===== src/rtl/fetch_pkg.sv =====
// rtl/fetch_pkg.sv - shared types and constants for the fetch stage
package fetch_pkg;

  localparam int FETCH_XLEN = 64;
  localparam int INSTR_BYTES = 4;
  localparam logic [31:0] NOP_INSTR = 32'h0000_0013;

  typedef struct packed {
    logic [FETCH_XLEN-1:0] pc;
    logic [31:0]           instr;
  } fetch_entry_t;

  // RUN: a credit is available for a new read; HOLD: credits exhausted
  typedef enum logic {
    ST_RUN  = 1'b0,
    ST_HOLD = 1'b1
  } fetch_state_t;

endpackage


===== src/rtl/fetch_queue_if.sv =====
// rtl/fetch_queue_if.sv - imem request/response and decode-side handshake bundle
interface fetch_queue_if #(
  parameter int XLEN = 64
);

  logic            imem_req;
  logic [XLEN-1:0] imem_addr;
  logic [31:0]     imem_rdata;
  logic            redirect;
  logic [XLEN-1:0] redirect_pc;
  logic            out_valid;
  logic            out_ready;
  logic [XLEN-1:0] out_pc;
  logic [31:0]     out_instr;

  // fetch stage side
  modport master (
    output imem_req, imem_addr, out_valid, out_pc, out_instr,
    input  imem_rdata, redirect, redirect_pc, out_ready
  );

  // memory / execute / decode side
  modport slave (
    input  imem_req, imem_addr, out_valid, out_pc, out_instr,
    output imem_rdata, redirect, redirect_pc, out_ready
  );

endinterface


===== src/rtl/fetch_fifo.sv =====
// rtl/fetch_fifo.sv - power-of-two FIFO with synchronous flush and occupancy output
module fetch_fifo #(
  parameter int WIDTH = 96,
  parameter int DEPTH = 4
) (
  input  logic                     clk,
  input  logic                     reset,
  input  logic                     flush,
  input  logic                     push,
  input  logic [WIDTH-1:0]         push_data,
  input  logic                     pop,
  output logic [WIDTH-1:0]         head_data,
  output logic [$clog2(DEPTH):0]   count
);

  localparam int AW = $clog2(DEPTH);
  localparam logic [AW:0] FULL_CNT = (AW+1)'(DEPTH);

  logic [WIDTH-1:0] mem [DEPTH];
  logic [AW-1:0]    wr_ptr;
  logic [AW-1:0]    rd_ptr;
  logic             do_push;
  logic             do_pop;

  // a flush discards both the pending push and pop; popping empty is a no-op
  assign do_push = push && !flush;
  assign do_pop  = pop && (count != '0) && !flush;

  assign head_data = mem[rd_ptr];

  // pointer and occupancy bookkeeping
  always_ff @(posedge clk) begin
    if (reset || flush) begin
      wr_ptr <= '0;
      rd_ptr <= '0;
      count  <= '0;
    end else begin
      if (do_push) wr_ptr <= wr_ptr + AW'(1);
      if (do_pop)  rd_ptr <= rd_ptr + AW'(1);
      case ({do_push, do_pop})
        2'b10:   count <= count + (AW+1)'(1);
        2'b01:   count <= count - (AW+1)'(1);
        default: count <= count;
      endcase
    end
  end

  // storage write; the upstream credit check must keep pushes off a full queue
  always_ff @(posedge clk) begin
    if (do_push) mem[wr_ptr] <= push_data;
    if (!reset) assert (!(do_push && !do_pop && count == FULL_CNT));
  end

endmodule


===== src/rtl/fetch_queue.sv =====
// rtl/fetch_queue.sv - instruction fetch stage with redirect; FETCH_PERF_EN adds stall/flush counters
module fetch_queue
  import fetch_pkg::*;
#(
  parameter int              XLEN     = 64,
  parameter int              DEPTH    = 4,
  parameter logic [XLEN-1:0] RESET_PC = {XLEN{1'b0}}
) (
  input  logic        clk,
  input  logic        reset,
`ifdef FETCH_PERF_EN
  output logic [31:0] perf_stall_cnt,
  output logic [31:0] perf_flush_cnt,
`endif
  fetch_queue_if.master bus
);

  localparam int CW = $clog2(DEPTH) + 1;
  localparam logic [CW-1:0] DEPTH_CNT = CW'(DEPTH);
  localparam logic [XLEN-1:0] WORD_MASK = ~XLEN'(3);

  fetch_state_t   state;
  fetch_state_t   state_next;
  logic [XLEN-1:0] fetch_pc;
  logic [XLEN-1:0] inflight_pc;
  logic            inflight;
  logic [CW-1:0]   count;
  logic [CW-1:0]   count_next;
  logic            issue;
  logic            push;
  logic            pop;
  logic [XLEN+31:0] head_data;

  // RUN state already encodes "occupancy + inflight < DEPTH" from registered values
  assign issue = (state == ST_RUN) && !bus.redirect && !reset;
  assign push  = inflight && !bus.redirect;
  assign pop   = bus.out_valid && bus.out_ready && !bus.redirect;

  assign bus.imem_req  = issue;
  assign bus.imem_addr = fetch_pc;
  assign bus.out_valid = (count != '0);
  assign bus.out_pc    = bus.out_valid ? head_data[XLEN+31:32] : '0;
  assign bus.out_instr = bus.out_valid ? head_data[31:0] : '0;

  fetch_fifo #(
    .WIDTH(XLEN + 32),
    .DEPTH(DEPTH)
  ) u_fifo (
    .clk      (clk),
    .reset    (reset),
    .flush    (bus.redirect),
    .push     (push),
    .push_data({inflight_pc, bus.imem_rdata}),
    .pop      (pop),
    .head_data(head_data),
    .count    (count)
  );

  // credit state register
  always_ff @(posedge clk) begin
    if (reset) state <= ST_RUN;
    else       state <= state_next;
  end

  // next credit state from next-cycle occupancy plus the read issued now
  always_comb begin
    count_next = count;
    state_next = state;
    if (bus.redirect) begin
      count_next = '0;
      state_next = ST_RUN;
    end else begin
      case ({push, pop})
        2'b10:   count_next = count + CW'(1);
        2'b01:   count_next = count - CW'(1);
        default: count_next = count;
      endcase
      state_next = ((count_next + CW'(issue)) < DEPTH_CNT) ? ST_RUN : ST_HOLD;
    end
  end

  // fetch PC and in-flight tracking; redirect retargets to the word-aligned PC
  always_ff @(posedge clk) begin
    if (reset) begin
      fetch_pc    <= RESET_PC & WORD_MASK;
      inflight    <= 1'b0;
      inflight_pc <= '0;
    end else begin
      inflight <= issue;
      if (bus.redirect) begin
        fetch_pc <= bus.redirect_pc & WORD_MASK;
      end else if (issue) begin
        fetch_pc    <= fetch_pc + XLEN'(INSTR_BYTES);
        inflight_pc <= fetch_pc;
      end
    end
  end

`ifdef FETCH_PERF_EN
  // saturating counters for decode back-pressure and redirect flushes
  always_ff @(posedge clk) begin
    if (reset) begin
      perf_stall_cnt <= '0;
      perf_flush_cnt <= '0;
    end else begin
      if (bus.out_valid && !bus.out_ready && perf_stall_cnt != '1)
        perf_stall_cnt <= perf_stall_cnt + 32'd1;
      if (bus.redirect && perf_flush_cnt != '1)
        perf_flush_cnt <= perf_flush_cnt + 32'd1;
    end
  end
`endif

endmodule


===== src/flat_wrapper.sv =====
// flat-port wrapper written by rule: the top's interface ports become plain ports
module fetch_queue_flat import fetch_pkg::*;
#(
  parameter int              XLEN     = 64,
  parameter int              DEPTH    = 4,
  parameter logic [XLEN-1:0] RESET_PC = {XLEN{1'b0}}
)
  (clk, reset, bus_imem_req, bus_imem_addr, bus_out_valid, bus_out_pc, bus_out_instr, bus_imem_rdata, bus_redirect, bus_redirect_pc, bus_out_ready);
  fetch_queue_if #(.XLEN(XLEN)) bus_i ();
  input  logic clk;
  input  logic reset;
  output wire logic [$bits(bus_i.imem_req)-1:0] bus_imem_req;
  output wire logic [$bits(bus_i.imem_addr)-1:0] bus_imem_addr;
  output wire logic [$bits(bus_i.out_valid)-1:0] bus_out_valid;
  output wire logic [$bits(bus_i.out_pc)-1:0] bus_out_pc;
  output wire logic [$bits(bus_i.out_instr)-1:0] bus_out_instr;
  input wire logic [$bits(bus_i.imem_rdata)-1:0] bus_imem_rdata;
  input wire logic [$bits(bus_i.redirect)-1:0] bus_redirect;
  input wire logic [$bits(bus_i.redirect_pc)-1:0] bus_redirect_pc;
  input wire logic [$bits(bus_i.out_ready)-1:0] bus_out_ready;
  assign bus_imem_req = bus_i.imem_req;
  assign bus_imem_addr = bus_i.imem_addr;
  assign bus_out_valid = bus_i.out_valid;
  assign bus_out_pc = bus_i.out_pc;
  assign bus_out_instr = bus_i.out_instr;
  assign bus_i.imem_rdata = bus_imem_rdata;
  assign bus_i.redirect = bus_redirect;
  assign bus_i.redirect_pc = bus_redirect_pc;
  assign bus_i.out_ready = bus_out_ready;
  fetch_queue #(.XLEN(XLEN), .DEPTH(DEPTH), .RESET_PC(RESET_PC)) u_core (.clk(clk), .reset(reset), .bus(bus_i));
endmodule

===== config.mk =====
export PLATFORM = sky130hd
export DESIGN_NAME = fetch_queue_flat
export DESIGN_NICKNAME = d
export VERILOG_FILES = /design/src/rtl/fetch_pkg.sv /design/src/rtl/fetch_queue_if.sv /design/src/rtl/fetch_fifo.sv /design/src/rtl/fetch_queue.sv /design/src/flat_wrapper.sv
export SDC_FILE = /design/constraint.sdc
export NUM_CORES = 1
export LEC_CHECK = 0
export BUFFER_PORTS_ARGS = -buffer_cell sky130_fd_sc_hd__buf_4
export CORE_ASPECT_RATIO = 1.1
export CORE_UTILIZATION = 40
export DETAILED_ROUTE_END_ITERATION = 7
export GPL_TIMING_DRIVEN = 0
export PLACE_DENSITY = 0.68
export SETUP_SLACK_MARGIN = 0.1
export SYNTH_ARGS = -nofsm -noshare
export SYNTH_HDL_FRONTEND = slang
export SYNTH_SLANG_ARGS = --single-unit

===== constraint.sdc =====
create_clock -name clk -period 8 [get_ports clk]
set_input_delay 0.4 -clock clk [delete_from_list [all_inputs] [get_ports clk]]
set_output_delay 0.4 -clock clk [all_outputs]
set_load 0.01 [all_outputs]

## Word-level counts from Yosys, hierarchy flattened

Memories as Yosys holds them, arrays and structs flattened. A register that Yosys moved wholly into a read port is not among the register bits.
Index checks and enable logic that the tools add are counted.

| word-level totals | value |
|---|---|
| output and inout bits | 162 |
| bits of input ports | 100 |
| bits in writable memories | 384 |
| logic and storage cells | 50 |
| register bits after elaboration | 137 |
| memories | 1 |

| cells by class | value |
|---|---|
| multiplexer cells | 12 |
| order comparisons | 1 |
| reduce and logical (&&, ||, !) cells | 16 |
| add/subtract/negate cells | 6 |
| bitwise logic cells | 2 |
| eq/ne operators | 4 |

Memory list:

| name | words | width | read ports | clocked after memory_dff | write ports | line | source |
|---|---|---|---|---|---|---|---|
| u_core.u_fifo.mem | 4 | 96 | 1 | 1 | 1 | fetch_fifo.sv:19 | `logic [WIDTH-1:0] mem [DEPTH];` |

Operator list:

| cell | number |
|---|---|
| $mux 64 | 3 |
| $add 64x3->64 const B | 1 |
| $mux 32 | 1 |
| $pmux 3 s2 | 2 |
| $logic_and 1x1->1 | 8 |
| $add 2x1->2 const B | 2 |
| $eq 2x1->1 const B | 2 |
| $eq 2x2->1 const B | 2 |
| $mux 2 | 2 |
| $reduce_bool 2->1 | 2 |
| $add 3x1->3 | 1 |
| $add 3x1->3 const B | 1 |
| $lt 3x3->1 const B | 1 |
| $mux 1 | 3 |
| $mux 3 | 1 |
| $reduce_bool 3->1 | 1 |
| $sub 3x1->3 const B | 1 |
| $logic_not 1->1 | 2 |
| $not 1->1 | 2 |
| $reduce_and 2->1 | 1 |
| $reduce_or 2->1 | 1 |
| $logic_or 1x1->1 | 1 |

## Depth between registers and ports, before layout

Gate-level depths: netlist (run 1).

| depth | value |
|---|---|
| depth in word-level cells | 9 |
| depth in mapped cells | 12 |
| mapped depth without buffers | 12 |

## Hierarchy

Synthesis (run 1) repeated with hierarchy kept, for this count alone.

| unflattened totals | value |
|---|---|
| cells, all modules | 1432 |
| area, all modules | 21027.7 µm² |

By module, submodules not included:

| module | times used | cells each | seq. area each (µm²) | area each (µm²) |
|---|---|---|---|---|
| fetch_fifo | 1 | 547 | 11711.2 | 14300.0 |
| fetch_queue | 1 | 885 | 2522.4 | 6727.7 |

## Worst setup path after synthesis (run 1)

OpenSTA, ideal clock, no wires.

| timing | value |
|---|---|
| path kind | input to register |
| from | input port bus_redirect |
| to | memory u_core.u_fifo.mem[0][0] (enable) |
| path slack | 4.299 ns |
| data required time | 7.537 ns |
| cell stages on the path | 4 |
| path buffers | 2 |
| arrival time | 3.238 ns |
| setup time | 0.463 ns |
| cells stage by stage | clkbuf_1 -> clkbuf_1 -> nor2b_1 -> and2_1 |

| on the way | value |
|---|---|
| longest elaborated chain between the ends | 5 |

RTL lines:

| item | line | source |
|---|---|---|
| start, declared | flat_wrapper.sv:18 | `input wire logic [$bits(bus_i.redirect)-1:0] bus_redirect;` |
| $logic_not 1->1 * | fetch_fifo.sv:26, fetch_queue.sv:36 |  |
| $logic_and 1x1->1 | fetch_queue.sv:36 | `assign push = inflight && !bus.redirect;` |
| $logic_and 1x1->1 * | fetch_fifo.sv:26 | `assign do_push = push && !flush;` |
| via u_core.u_fifo.do_push | fetch_fifo.sv:22 | `logic do_push;` |
| $mux 1 * | fetch_fifo.sv:50 | `if (do_push) mem[wr_ptr] <= push_data;` |
| $mux 1 (implied by the code) * | fetch_fifo.sv:50 |  |
| end, declared | fetch_fifo.sv:19 |  |

The timed path passes the listed nets; every way through them passes the cells marked *.

==> run metrics, run 1 <==
clock buffer depth=3; Critical Path End Type=output pin; fmax=0.258 GHz; Root Buffer=clkbuf_16; grt ovf=0; critical path class=register to output pin; Final period util=48.5%; H-tree depth=2; fin util=50.0%; vias in the first global route=14.1k; largest net degree at the start of global routing=54; DRT Pass-1 Iters=6; reported max-cap violation count=0; First DRT Iteration DRCs=1386; antenna violations before repair=1; CTS resizes=0; Die Height=243 µm; critical path peak fanout=10; P_leak=9.44 nW; core area=52300 µm²; # setup viols final=0; Worst Hold Class=primary input to register; DIE WIDTH=221 µm; post-DP HPWL=42000 µm; Primary FF master, synth=edfxtp_1; global-route wire length before repair=89800 µm; Worst-Skew Late Latency=0.60 ns; post-CTS setup buffers=0; setup TNS=0 ns; relative slew slack=23.7%; Clock Skew=0.0205 ns; Mean Syn Cell Area=14.3 µm²; maximum vdd drop=161 µV; WL final=60700 µm; Cell Area, Placed=24100 µm²; synthesized area=21100 µm²; initial core utilization=40.4%; number of nets with antenna violations after routing=0; Port-buffer cells=253; Startpoint Class=register; total CTS buffers=52; Area Growth Syn to Fin=23.6%; Synth warnings=0; reg2reg start=u_core.u_fifo.count[0]; Fin. Hold Viols=0; Tot GR Track Use=22.3%; Required @ worst endpoint=7.60 ns; clock sinks=511; vias after detailed routing=14.3k; Cell Count Post-Placement=2416; Cell Pwr Density=220 nW/µm²; Yosys reg bits=511; layout cells sized above 1=25.2%; die footprint=53800 µm²; Slew Viols, Final=0; Yosys top cell area share=53.4%; fin nets=1941; CTS clock-pin slew for the worst setup and hold paths=0.06 ns; Netlist cell types=65; fin cells=2548; Wirelength per Cell=23.8 µm; sequential fraction of the synthesis area=66.2%; number of synthesized flops with an enable pin=376; cell area after layout=26100 µm²; CP arrival=3.48 ns; status=finished, final reports clean; Synth async-reset ratio=0%; Final Wtd Congestion=0.916; vias per cell=5.60; number of I/O pins=262; top post-synthesis cells by area=edfxtp_1 (53%), dfxtp_1 (13%), mux4_2 (10%), and2_1 (3.0%), nand2_1 (2.9%); hold bufs inserted after CTS=35; most common cell in the netlist=edfxtp_1; largest area contributor in the netlist=edfxtp_1; Synth Instances=1478; RSZ-0062 raised after global routing=no; Hold Crit Start=bus_redirect_pc[7]; DRC Markers=0; num rows=88; Slew @ Worst Pin=1.14 ns; crit path time final=3.88 ns; n_diodes=0; CTS tree=done; most common library cells after synthesis=edfxtp_1 (376), nand2_1 (164), dfxtp_1 (135); Fillers=4462; PnR worst setup slack=4.12 ns; pre-CTS setup slack=4.24 ns
==> power by group <==
part	switching, W	internal [W]	total (W)
combinational	0.000195	0.000159	0.000354
sequential	0.0000693	0.00289	0.00296
clock	0.00103	0.00139	0.00242
total	0.00129	0.00444	0.00574
==> cell families after synthesis <==
group	Yosys count	synth area share, %
compound gates	115	3.69
xor+xnor	26	1.08
fa+ha+maj	11	0.651
buf+inv	117	2.25
flops	511	66.2
mux	110	10.8
other cells	1	0.0177
simple gates	587	15.4
==> critical path, cell delays in order (launching register included) <==
cell and delay, ns:
dfxtp_1 0.31, clkbuf_1 0.20, buf_1 0.87, buf_2 0.51, mux4_2 0.66, and2_1 0.20
buf_4 0.13
==> cell type report <==
type	instances	area, µm²	area share [%]
Sequential cell	511	14000	53.5
Buffer	95	393	1.50
Inverter	22	82.6	0.316
Clock inverter	29	260	0.996
Timing Repair Buffer	295	2430	9.29
Tap cell	675	845	3.23
Clock buffer	68	1430	5.48
Multi-Input combinational cell	853	6700	25.6
==> registers in the layout, summed over array words and instances (netlist names), named ones only <==
register / cells
u_core.u_fifo.mem: 376
u_core.bus.imem_addr: 62
u_core.inflight_pc: 62
u_core.u_fifo.count: 3
u_core.u_fifo.rd_ptr: 2
u_core.u_fifo.wr_ptr: 2
u_core.inflight: 1
u_core.state: 1
==> worst paths after layout <==
| check | endpoint | slack [ns] | cells after the start |
|---|---|---|---|
| max | bus_out_pc[3] | 4.12 | 6 |
| min | u_core.bus.imem_addr[7] | 0.04 | 3 |
| max reg2reg | u_core.state | 5.00 | 11 |
| min reg2reg | u_core.u_fifo.mem[1][84] | 0.51 | 0 |
==> metrics by stage <==
stage	total power, W	hold WS (ns)
4_1_cts	0.00577	0.00764
5_1_grt	0.00590	0.0286
6_report	0.00574	0.0383
3_3_place_gp	0.00335	0.471
2_1_floorplan	0.00315	0.460
3_5_place_dp	0.00335	0.495
==> per-layer routing <==
| metal | wire length (µm) | GRT usage (%) | part of all wire, % | up-vias |
|---|---|---|---|---|
| met3 | 5040 | 4.91 | 8.3 | 110 |
| met5 | 12 | 0 | 0.020 | - |
| li1 | - | - | - | 6343 |
| met4 | 1770 | 7.20 | 2.9 | 2 |
| met2 | 28300 | 35.6 | 47 | 659 |
| met1 | 25600 | 30.3 | 42 | 7152 |
==> cells in the final DEF, fill, tap and decap left out, types with 36 or more instances in the layout <==
master and instances:
edfxtp_1 376, buf_4 257, nand2_1 164, dfxtp_1 135
and2_1 97, mux4_2 94, clkbuf_1 71, nor2_1 69
nand3b_1 62, clkbuf_16 53, a21oi_1 39, nand3_1 36
(Power assumes the default switching activity.)
==> run 2, diff against run 1 <==
- clock period: 8 -> 3.6 ns (I/O delays scaled with it)
==> run 2 against run 1 <==
Compared with the run above:
- register-to-register slack worse by 4.4 ns
- sequential share of layout area down 1.2 points
- worst hold slack better by 0.083 ns
- clock power up 120%
- design area up 2.3%
- first-iteration DRC count up 1.0%
- combinational power up 140%
==> run metrics, run 2 (synthesis results as in run 1) <==
number of I/O pins=262 (unchanged); Clock Skew=0.0210 ns (was 0.0205 ns); number of nets with antenna violations after routing=0 (unchanged); worst r2r dst=u_core.bus.imem_addr[60] (was u_core.state); maximum vdd drop=358 µV (was 161 µV); largest net degree at the start of global routing=54 (unchanged); n_diodes=0 (unchanged); Final Wtd Congestion=0.916 (unchanged); grt ovf=0 (unchanged); critical path class=register to output pin (unchanged); Startpoint Class=register (unchanged); vias after detailed routing=14.5k (was 14.3k); vias in the first global route=14.5k (was 14.1k); Slew @ Worst Pin=0.985 ns (was 1.14 ns); num rows=88 (unchanged); antenna violations before repair=1 (unchanged); Port-buffer cells=253 (unchanged); fmax=0.296 GHz; Fin Hold WS=0.121 ns (was 0.0383 ns); Area Growth Syn to Fin=26.4% (was 23.6%); Critical Path End Type=output pin (unchanged); Worst-Skew Late Latency=0.60 ns (about the same); Fin. Hold Viols=0 (unchanged); core area=52300 µm² (unchanged); relative slew slack=33.7% (was 23.7%); CP startpoint=u_core.state; Die Height=243 µm (unchanged); DRT Pass-1 Iters=6 (unchanged); First DRT Iteration DRCs=1400 (was 1386); most frequent cells in the layout=edfxtp_1 (376), buf_4 (257), nand2_1 (164), dfxtp_1 (135), and2_1 (97) (unchanged); Hold Crit Start=bus_redirect (was bus_redirect_pc[7]); reg2reg start=u_core.bus.imem_addr[3] (was u_core.u_fifo.count[0]); layout cells sized above 1=24.6% (was 25.2%); fin nets=2001 (was 1941); Root Buffer=clkbuf_16 (unchanged); Reg with most FFs=u_core.u_fifo.mem (unchanged); initial core utilization=40.4% (unchanged); Cell Pwr Density=479 nW/µm² (was 220 nW/µm²); # setup viols final=0 (unchanged); reported max-cap violation count=0 (unchanged); clock sinks=511 (unchanged); register area=14000 µm² (unchanged); cell area after layout=26700 µm² (was 26100 µm²); Slew Viols, Final=0 (unchanged); CTS tree=done (unchanged); Worst Hold Class=primary input to register (unchanged); most common cell after layout, fill and taps aside=edfxtp_1 (unchanged); Cell Area, Placed=24100 µm² (unchanged); CP arrival=3.20 ns (was 3.48 ns); global-route wire length before repair=91300 µm (was 89800 µm); total CTS buffers=52 (unchanged); Largest register FFs=376 (unchanged); die footprint=53800 µm² (unchanged); status=finished, final reports clean (unchanged); Wirelength per Cell=23.6 µm (was 23.8 µm); multi-input logic area=6700 µm² (unchanged); crit path capture=bus_imem_req (was bus_out_pc[3]); vias per cell=5.56 (was 5.60); Final period util=93.9%; P_leak=9.71 nW (was 9.44 nW); DIE WIDTH=221 µm (unchanged); R2R depth=6 (was 11); crit path time final=3.38 ns; RSZ-0062 raised after global routing=no (unchanged); critical path peak fanout=10 (unchanged); setup slack, reg-to-reg=0.59 ns (was 5.00 ns); Required @ worst endpoint=3.42 ns (was 7.60 ns); CTS clock-pin slew for the worst setup and hold paths=0.07 ns (was 0.06 ns); DRC Markers=0 (unchanged); post-DP HPWL=42000 µm (unchanged); H-tree depth=2 (unchanged); clock buffer depth=3 (unchanged); Fillers=4380 (was 4462); Tot GR Track Use=22.7% (was 22.3%); WL final=61400 µm (was 60700 µm)
==> run 2: cell count changes in the layout (fill, tap and decap cells not counted), sizes merged <==
cell	delta
dlygate4sd3	+60
buf	-1
clkbuf	+1
==> run 2: per-stage QoR <==
stage          cells  setup TNS, ns  utilization [%]  worst slack [ns]  power [W]
2_1_floorplan   1481              0                -             0.119    0.00700
3_3_place_gp    2409        -825.06             45.7             -2.28    0.00744
3_5_place_dp    2416              0             46.1            0.0556    0.00745
4_1_cts         2608              0             51.1            0.0737     0.0129
5_1_grt         2608              0             51.1             0.131     0.0132
6_report        2608              0             51.1             0.221     0.0128
==> run 2: power by group <==
| part | switching, W | total, W | internal, W |
|---|---|---|---|
| Clock | 0.00229 | 0.00539 | 0.00310 |
| Combinational | 0.000447 | 0.000843 | 0.000396 |
| Sequential | 0.000155 | 0.00658 | 0.00643 |
| Total | 0.00289 | 0.0128 | 0.00992 |
==> run 2: timing repair <==
| action | in CTS | in global routing |
|---|---|---|
| buffers inserted | 0 | 0 |
| endpoints found under the hold margin | 192 | 0 |
| hold buffers | 95 | 0 |
| endpoints found under the setup margin | 60 | 32 |
| cloned | 0 | 0 |
| gates resized for setup | 3 | 4 |
==> run 2: critical path, stage by stage (launching register included) <==
cell and delay (ns):
dfxtp_1 0.38, or3_1 0.44, inv_1 0.28, clkbuf_1 0.47, buf_1 0.76, buf_4 0.26
==> run 2: routing by layer <==
metal | global-route usage (%) | wire [µm] | vias to the layer above
met2 | 36.3 | 28800 | 657
met3 | 4.88 | 4980 | 123
li1 | - | - | 6470
met1 | 30.4 | 25700 | 7236
met4 | 8.10 | 1970 | 2
met5 | 0 | 12 | -
==> run 2: worst min path at each step <==
stage,endpoint,slack [ns],cells after the start
3_5_place_dp,u_core.u_fifo.mem[3][17],0.38,1
4_1_cts,u_core.bus.imem_addr[51],0.08,3
6_report,u_core.bus.imem_addr[51],0.12,3
2_1_floorplan,u_core.u_fifo.mem[0][0],0.28,0
5_1_grt,u_core.bus.imem_addr[51],0.13,3
3_3_place_gp,u_core.u_fifo.mem[2][3],0.38,1
==> run 2: layout make-up <==
type                    instances  share of cell area [%]
well taps                     675                    3.16
flip-flops and latches        511                    52.3
plain buffers                  95                    1.48
multi-input cells             853                    25.1
clock inverters                29                   0.973
inverters                      22                   0.309
repair buffers                355                    11.3
clock buffers                  68                    5.36
==> run 3, diff against run 2 <==
- ABC_CLOCK_PERIOD_IN_PS: not set -> 3600
- CAP_MARGIN: not set -> 20
- RECOVER_POWER: not set -> 50
==> run 3 against run 2 <==
Compared with the run above:
- the flow now finishes with violations (capacitance limit, slew limit)
- critical path type unchanged
- design area is 0.94% lower
- worst hold slack better by 0.0019 ns
- sequential share of layout area is 0.50 points higher
- power is 1.1% higher
- highest routed layer is now met4
- sequential cell count stayed put
- largest power group unchanged
- critical path depth stayed put
- first-iteration DRC count is 13% lower
- clock power is 3.7% higher
==> run metrics, run 3 (synthesis results as in run 1) <==
status=finished with violations (was finished, final reports clean); failing checks=capacitance limit, slew limit; most frequent cells in the layout=edfxtp_1 (376), nand2_1 (164), buf_4 (163), clkbuf_1 (158), dfxtp_1 (135) (was edfxtp_1 (376), buf_4 (257), nand2_1 (164), dfxtp_1 (135), and2_1 (97)); grt ovf=0 (unchanged); post-DP HPWL=42100 µm (was 42000 µm); slowest stage cell, crit path=buf_1 (unchanged); CTS tree=done (unchanged); post-CTS setup buffers=0 (unchanged); Reg with most FFs=u_core.u_fifo.mem (unchanged); number of I/O pins=262 (unchanged); clock buffer depth=3 (unchanged); crit-path max cell delay=0.76 ns (about the same); setup TNS=0 ns (unchanged); First DRT Iteration DRCs=1223 (was 1400); DRT Pass-1 Iters=5 (was 6); Cell Area, Placed=24100 µm² (about the same); core area=52300 µm² (unchanged); initial core utilization=40.4% (unchanged); Wirelength per Cell=23.3 µm (was 23.6 µm); num rows=88 (unchanged); CP arrival=3.17 ns (was 3.20 ns); Cell Pwr Density=489 nW/µm² (was 479 nW/µm²); Critical Path End Type=output pin (unchanged); vias in the first global route=14.4k (was 14.5k); Final Wtd Congestion=0.916 (unchanged); cell area after layout=26500 µm² (was 26700 µm²); sequential power share=50.8% (was 51.4%); P_leak=9.37 nW (was 9.71 nW); Slew Viols, Final=75 (was 0); Switch Pwr=0.00291 W (was 0.00289 W); most common cell after layout, fill and taps aside=edfxtp_1 (unchanged); Worst Hold Class=primary input to register (unchanged); Worst-Skew Late Latency=0.60 ns (about the same); RSZ-0062 raised after global routing=no (unchanged); reported max-cap violation count=3 (was 0); fmax=0.299 GHz (was 0.296 GHz); maximum vdd drop=316 µV (was 358 µV); Tot GR Track Use=22.4% (was 22.7%); crit path time final=3.35 ns (was 3.38 ns); vias after detailed routing=14.4k (was 14.5k); DIE WIDTH=221 µm (unchanged); Largest register FFs=376 (unchanged); Startpoint Class=register (unchanged); Root Buffer=clkbuf_16 (unchanged); crit-path cells=or3_1, inv_1, clkbuf_1, buf_1, buf_4 (unchanged); vias per cell=5.53 (was 5.56); critical path peak fanout=10 (unchanged); Die Height=243 µm (unchanged); Fillers=4463 (was 4380); Cell Int Power=0.0100 W (was 0.00992 W); Required @ worst endpoint=3.42 ns (about the same); Final period util=93.0% (was 93.9%); Clock Skew=0.0300 ns (was 0.0210 ns); Fin. Hold Viols=0 (unchanged); Cell Count Post-Placement=2417 (was 2416); n_diodes=0 (unchanged); relative slew slack=-32.6% (was 33.7%); Clk pwr share=43.1% (was 42.0%); fin cells=2606 (was 2608); net switching fraction of the power=22.5% (was 22.6%); Slew @ Worst Pin=1.99 ns (was 0.985 ns); DRC Markers=0 (unchanged); total CTS buffers=51 (was 52); die footprint=53800 µm² (unchanged); largest net degree at the start of global routing=54 (unchanged); Logic pwr share=6.1% (was 6.6%); # setup viols final=0 (unchanged); fin nets=2001 (unchanged); antenna violations before repair=1 (unchanged); critical path class=register to output pin (unchanged); layout cells sized above 1=19.9% (was 24.6%); CTS clock-pin slew for the worst setup and hold paths=0.07 ns (about the same); Port-buffer cells=253 (unchanged); WL final=60700 µm (was 61400 µm); H-tree depth=2 (unchanged); clock sinks=511 (unchanged); Area Growth Syn to Fin=25.2% (was 26.4%); global-route wire length before repair=90300 µm (was 91300 µm); number of nets with antenna violations after routing=0 (unchanged)
[run 3: cell types whose count changed in the layout (fill, tap and decap cells not counted), sizes merged]
cell,before,now
buf,292,199
clkbuf,131,217
bufinv,4,7
clkinvlp,3,6
inv,25,22
clkinv,19,21
[run 3: final timing paths]
kind | start | endpoint | slack, ns | depth (start not counted)
max | u_core.state | bus_imem_req | 0.25 | 5
min | bus_redirect | u_core.bus.imem_addr[51] | 0.12 | 3
max reg2reg | u_core.u_fifo.count[0] | u_core.state | 0.61 | 11
min reg2reg | u_core.inflight_pc[52] | u_core.u_fifo.mem[2][84] | 0.51 | 0
[run 3: layout make-up]
type	count	area, µm²	share of cell area (%)
plain buffers	95	395	1.49
clock buffers	60	1380	5.22
clock inverters	34	405	1.53
inverters	22	82.6	0.312
multi-input cells	853	6690	25.3
flip-flops and latches	511	14000	52.8
well taps	675	845	3.19
repair buffers	356	2690	10.2
[run 3: stage by stage]
step / worst slack [ns] / utilization [%] / total power [W] / hold slack [ns]
floorplan: 0.119 / - / 0.00700 / 0.279
global placement: -2.28 / 45.7 / 0.00744 / 0.379
detailed placement: 0.0626 / 46.1 / 0.00746 / 0.385
CTS: 0.0802 / 51.3 / 0.0131 / 0.0756
global route: 0.202 / 50.6 / 0.0133 / 0.131
finish: 0.253 / 50.6 / 0.0130 / 0.123
[run 3: routing by layer]
metal	GRT usage [%]	vias to the layer above	share of wire, %
li1	-	6481	-
met1	29.8	7207	42
met2	36.4	613	47
met3	4.78	111	8.0
met4	8.08	0	3.2
met5	0	-	0
[run 3: power groups by stage]
stage               clock network (W)  logic [W]  registers, W
global placement                    0   0.000732       0.00670
global route                  0.00591   0.000844       0.00659
detailed placement                  0   0.000753       0.00670
floorplan                           0   0.000333       0.00667
finish                        0.00559   0.000788       0.00658
CTS                           0.00570   0.000840       0.00658
[run 3: what timing repair did]
action	CTS	global route
endpoints found under the hold margin	192	0
hold buffers	95	0
resized for setup	2	1
setup endpoints to repair	13	2
[run 3: worst max-delay path, delay by kind of cell (launching register included)]
family / cells / cell delay (ns)
and+or+nand+nor: 1 / 0.44
DFF: 1 / 0.38
buffers and inverters: 4 / 1.75
